`config.mk`:
```
export PLATFORM = sky130hd
export DESIGN_NAME = task_req_bank
export DESIGN_NICKNAME = d
export VERILOG_FILES = /design/src/rtl/task_reg_pkg.sv /design/src/rtl/task_chan.sv /design/src/rtl/task_req_bank.sv
export SDC_FILE = /design/constraint.sdc
export NUM_CORES = 1
export LEC_CHECK = 0
export ABC_AREA = 1
export BUFFER_PORTS_ARGS = -buffer_cell sky130_fd_sc_hd__buf_2
export CAP_MARGIN = 5
export CORE_UTILIZATION = 45
export CTS_CLUSTER_SIZE = 10
export DETAILED_ROUTE_END_ITERATION = 7
export PLACE_DENSITY = 0.67
export SETUP_SLACK_MARGIN = 0.4
export SLEW_MARGIN = 0
export SYNTH_ARGS = -nofsm -noshare
export SYNTH_HDL_FRONTEND = slang
export SYNTH_HIERARCHICAL = 1
export SYNTH_SLANG_ARGS = --single-unit
```
`constraint.sdc`:
```
create_clock -name clk -period 1.9 [get_ports clk]
set_input_delay 0.095 -clock clk [delete_from_list [all_inputs] [get_ports clk]]
set_output_delay 0.095 -clock clk [all_outputs]
set_load 0.01 [all_outputs]
```
`src/rtl/task_reg_pkg.sv`:
```
// Shared definitions for the task request bank: channel state encoding,
// default register addresses and the timeout counter width.
package task_reg_pkg;

  typedef enum logic [1:0] {
    IDLE    = 2'd0,
    REQ     = 2'd1,
    WAIT_LO = 2'd2
  } chan_state_t;

  localparam logic [11:0] DEF_TASK_ADR = 12'hffe;
  localparam logic [11:0] DEF_OVF_ADR  = 12'hffd;
  localparam logic [11:0] DEF_TMO_ADR  = 12'hffc;

  // Counter must hold 0..timeout; a disabled timeout still needs one bit.
  function automatic int cnt_width(input int timeout);
    int w;
    w = $clog2(timeout + 1);
    return (w < 1) ? 1 : w;
  endfunction

endpackage

```
`src/rtl/task_chan.sv`:
```
// One task channel: four-phase req/ack FSM with a one-deep re-trigger queue,
// an optional ack timeout and single-cycle overflow/timeout set pulses.
module task_chan
  import task_reg_pkg::*;
#(
  parameter int P_TIMEOUT = 0
) (
  input  logic clk,
  input  logic rst,
  input  logic start,
  input  logic ack,
  output logic req,
  output logic val,
  output logic ovf_set,
  output logic tmo_set
);

  localparam int CW = cnt_width(P_TIMEOUT);
  localparam logic [CW-1:0] CNT_LAST = CW'(P_TIMEOUT - 1);
  localparam logic [CW-1:0] CNT_MAX  = '1;

  chan_state_t   state_reg, state_next;
  logic          pending_reg, pending_next;
  logic [CW-1:0] cnt_reg, cnt_next;

  always_ff @(posedge clk) begin
    if (!rst) begin
      state_reg   <= IDLE;
      pending_reg <= 1'b0;
      cnt_reg     <= '0;
    end else begin
      state_reg   <= state_next;
      pending_reg <= pending_next;
      cnt_reg     <= cnt_next;
    end
  end

  always_comb begin
    state_next   = state_reg;
    pending_next = pending_reg;
    cnt_next     = cnt_reg;
    ovf_set      = 1'b0;
    tmo_set      = 1'b0;
    case (state_reg)
      IDLE: begin
        if (start) begin
          state_next = REQ;
          cnt_next   = '0;
        end
      end
      REQ: begin
        if (ack) begin
          state_next = WAIT_LO;
        end else if ((P_TIMEOUT != 0) && (cnt_reg == CNT_LAST)) begin
          state_next = WAIT_LO;
          tmo_set    = 1'b1;
        end else if (cnt_reg != CNT_MAX) begin
          cnt_next = cnt_reg + CW'(1);
        end
        if (start) begin
          if (pending_reg) ovf_set = 1'b1;
          else             pending_next = 1'b1;
        end
      end
      WAIT_LO: begin
        if (!ack && (pending_reg || start)) begin
          state_next   = REQ;
          cnt_next     = '0;
          // The queued request is consumed; a start in the same cycle re-queues.
          pending_next = pending_reg && start;
        end else if (!ack) begin
          state_next = IDLE;
        end else if (start) begin
          if (pending_reg) ovf_set = 1'b1;
          else             pending_next = 1'b1;
        end
      end
      default: state_next = IDLE;
    endcase
  end

  assign req = (state_reg == REQ);
  assign val = (state_reg != IDLE) || pending_reg;

endmodule

```
`src/rtl/task_req_bank.sv`:
```
// Bank of task channels behind the register bus: trigger decode, sticky
// overflow/timeout status with write-1-to-clear, and registered readback.
module task_req_bank
  import task_reg_pkg::*;
#(
  parameter int                 P_N_TASK   = 16,
  parameter int                 P_ADR_W    = 12,
  parameter int                 P_DATA_W   = 16,
  parameter logic [P_ADR_W-1:0] P_TASK_ADR = DEF_TASK_ADR,
  parameter logic [P_ADR_W-1:0] P_OVF_ADR  = DEF_OVF_ADR,
  parameter logic [P_ADR_W-1:0] P_TMO_ADR  = DEF_TMO_ADR,
  parameter int                 P_TIMEOUT  = 0
) (
  input  logic                clk,
  input  logic                rst,
  input  logic [P_ADR_W-1:0]  adr,
  input  logic                wr,
  input  logic [P_DATA_W-1:0] data,
  output logic [P_DATA_W-1:0] rd_data,
  output logic [P_N_TASK-1:0] req,
  input  logic [P_N_TASK-1:0] ack,
  output logic [P_N_TASK-1:0] val,
  output logic                busy
);

  logic [P_N_TASK-1:0] start, ovf_set, tmo_set, ovf_clr, tmo_clr;
  logic [P_N_TASK-1:0] ovf_reg, tmo_reg;

  assign start   = (wr && (adr == P_TASK_ADR)) ? data[P_N_TASK-1:0] : '0;
  assign ovf_clr = (wr && (adr == P_OVF_ADR))  ? data[P_N_TASK-1:0] : '0;
  assign tmo_clr = (wr && (adr == P_TMO_ADR))  ? data[P_N_TASK-1:0] : '0;

  generate
    for (genvar gi = 0; gi < P_N_TASK; gi++) begin : g_chan
      task_chan #(
        .P_TIMEOUT(P_TIMEOUT)
      ) u_chan (
        .clk     (clk),
        .rst     (rst),
        .start   (start[gi]),
        .ack     (ack[gi]),
        .req     (req[gi]),
        .val     (val[gi]),
        .ovf_set (ovf_set[gi]),
        .tmo_set (tmo_set[gi])
      );
    end
  endgenerate

  // Set terms are OR-ed after the clear so a same-cycle set survives.
  always_ff @(posedge clk) begin
    if (!rst) begin
      ovf_reg <= '0;
      tmo_reg <= '0;
      rd_data <= '0;
    end else begin
      ovf_reg <= (ovf_reg & ~ovf_clr) | ovf_set;
      tmo_reg <= (tmo_reg & ~tmo_clr) | tmo_set;
      if (adr == P_OVF_ADR)      rd_data <= P_DATA_W'(ovf_reg);
      else if (adr == P_TMO_ADR) rd_data <= P_DATA_W'(tmo_reg);
      else                       rd_data <= '0;
    end
  end

  assign busy = |val;

endmodule

```
==> summary.txt <==
Status: complete, no violations
Slew HR: 65.1%
Max reg flops: 32
DR DRC count: 0
CTS tree: yes
Max VDD drop: 0.484 mV
CP endpoint: busy
Detailed Route Iter0 Violations: 283
Starting Density: 46.8%
Grt ovf: 0
# IOs: 96
Global router's overall resource usage: 20.0%
Reg2reg end: g_chan[2].u_chan/state_reg[1]
Share of the synthesized area in the top cell type: 27.8%
Tot Pwr: 8920 uW
Synth top area cells: dfxtp_1, nand2_1, ha_1, inv_1, a21oi_1
Syn_area_per_cell: 6.79 sq um
Critical path capture point type: primary output
Post-synth top area cell: dfxtp_1
Die Area: 15800 sq um
Core Region: 14800 sq um
Synthesized Nets: 1127
First-pass DRT Iterations: 5
Via-to-Cell Ratio: 4.57
Max_cap viols: 0
Max Fanout on Critical Path: 3
Post-Syn Area: 6900 sq um
P per Cell Area: 1080 nW/um^2
Sink Count: 96
Register-to-Register Path Depth: 8
Die Y: 126 microns
WS Path Type: flop to primary output
Final hold vios: 0
Syn. warnings: 6
Synth Instances: 1016
H-Tree Level Count: 3
Final Non-Filler Cells: 1316
Fillers: 1427
Synth-to-layout area growth: 19.6%
Chip width: 126 microns
Site Rows: 44
Least-Margin Pin Slew: 0.523 ns
Cts bufs inserted: 9
Hold_ws: 0.0798 ns
Initial antenna violation count: 0
Clk buf depth: 2
RSZ-0062 raised after global routing: true
#FFs+latches synth: 96
Inserted Diodes: 0
Port Buffer Count: 95
Final ANT Viol Nets: 0
Skew final: 0.00557 ns
CTS Root Cell: clkbuf_16
Cell variety after synth: 26
Vias in the first global route: 5622
Worst r2r src: g_chan[2].u_chan/state_reg[1]
CP arrival: 1.69 ns
DP Cell Count: 1271
Tcrit/Tclk final: 93.8%
Sequential-to-total area share from yosys stat: 27.8%
Post-Route WL: 15000 microns
Via Count: 6016
Fin crit period: 1.78 ns
CP Launch Type: flop
Worst hold path type: input port to flop
Commonest non-fill, non-tap cell in the layout: nand2_1
Drt wl/cell: 11.4 microns
Pleak: 0.00413 uW
Final Setup Violations: 0
Commonest cells after routing, fill and taps aside: nand2_1, inv_1, buf_2
Share of layout cells above drive strength 1: 32.7%
Final core occ: 56.0%
Global-route wire length before repair: 25700 microns
Critical path required time: 1.80 ns
Achievable Freq: 561 MHz
Largest net degree at the start of global routing: 49
Clock slew at reported path FFs: 0.07 ns
Flop-to-flop setup slack: 0.52 ns
CP startpoint: g_chan[7].u_chan/state_reg[0]
Post-DP HPWL: 10500 microns
Fin Setup TNS: 0 ns
Placer congestion estimate: 0.803
Pins Over Slew Limit: 0
Clock Latency Late Sink: 0.34 ns
Nets: 1240
==> what timing repair did <==
item                                    4_1_cts  5_1_grt
gates resized for setup                      99        6
setup buffers                                28        3
endpoints found under the setup margin       10        1
hold buffers                                  0        0
endpoints found under the hold margin         0        0
pin swaps                                    12        3
==> worst min-delay path by stage <==
stage	startpoint	end	slack, ns	cells after the start
2_1_floorplan	rst	g_chan[0].u_chan/pending_reg	0.22	2
3_3_place_gp	data[10]	ovf_reg[10]	0.43	4
3_5_place_dp	data[10]	ovf_reg[10]	0.44	4
4_1_cts	data[11]	tmo_reg[11]	0.07	4
5_1_grt	data[8]	tmo_reg[8]	0.09	4
6_report	data[4]	ovf_reg[4]	0.08	4
==> per-layer routing <==
metal | GRT usage (%) | routed length, microns | part of all wire (%)
met2 | 35.4 | 7320 | 49
met1 | 24.5 | 6940 | 46
met5 | 0 | 0 | 0
met3 | 3.27 | 484 | 3.2
met4 | 6.66 | 251 | 1.7
==> Yosys cell counts <==
| cell type | instances |
|---|---|
| a21oi_1 | 80 |
| a21oi_2 | 16 |
| buf_1 | 2 |
| buf_2 | 4 |
| buf_4 | 19 |
| buf_6 | 1 |
| buf_8 | 1 |
| bufinv_8 | 16 |
| clkbuf_1 | 6 |
| conb_1 | 16 |
| dfxtp_1 | 96 |
| ha_1 | 64 |
| inv_1 | 147 |
| inv_2 | 65 |
| nand2_1 | 289 |
| nand2_2 | 16 |
| nand2_4 | 16 |
| nand3_1 | 70 |
| nand3_2 | 17 |
| nand4_1 | 2 |
| nor2_1 | 40 |
| nor2_2 | 2 |
| nor2_4 | 10 |
| nor4_1 | 4 |
| o21ai_0 | 16 |
| or2_1 | 1 |
==> cell families after synthesis <==
kind of cell / synth area share [%]
simple gates: 31.9
buf+inv: 18.8
compound gates: 8.99
flops: 27.8
fa+ha+maj: 11.6
other cells: 0.870
==> layout make-up <==
class | count | area [sq um] | area share, %
clock buffers | 10 | 229 | 2.77
clock inverters | 4 | 23.8 | 0.288
inverters | 228 | 1010 | 12.2
multi-input cells | 659 | 4030 | 48.8
flip-flops and latches | 96 | 1950 | 23.6
well taps | 184 | 230 | 2.79
repair buffers | 135 | 788 | 9.55
==> per-stage QoR <==
step | area [sq um] | setup WS [ns]
global placement | 7470 | 0.102
floorplan | 6900 | 0.536
finish | 8260 | 0.118
CTS | 8220 | 0.118
detailed placement | 7470 | 0.135
global route | 8260 | 0.00544
==> critical path, stage by stage, from the launching register on <==
cell and delay (ns):
dfxtp_2 0.33, bufinv_8 0.19, ha_4 0.14, nand2_2 0.07
nor4_4 0.26, nand4_1 0.18, buf_2 0.18
==> power breakdown <==
group | leakage, uW | internal (uW) | switching [uW] | total (uW)
logic | 0.00321 | 2150 | 2630 | 4790
clock network | 0.000128 | 869 | 759 | 1630
registers | 0.000791 | 2270 | 242 | 2510
total | 0.00413 | 5290 | 3630 | 8920
Power figures use the tool's default switching activity.
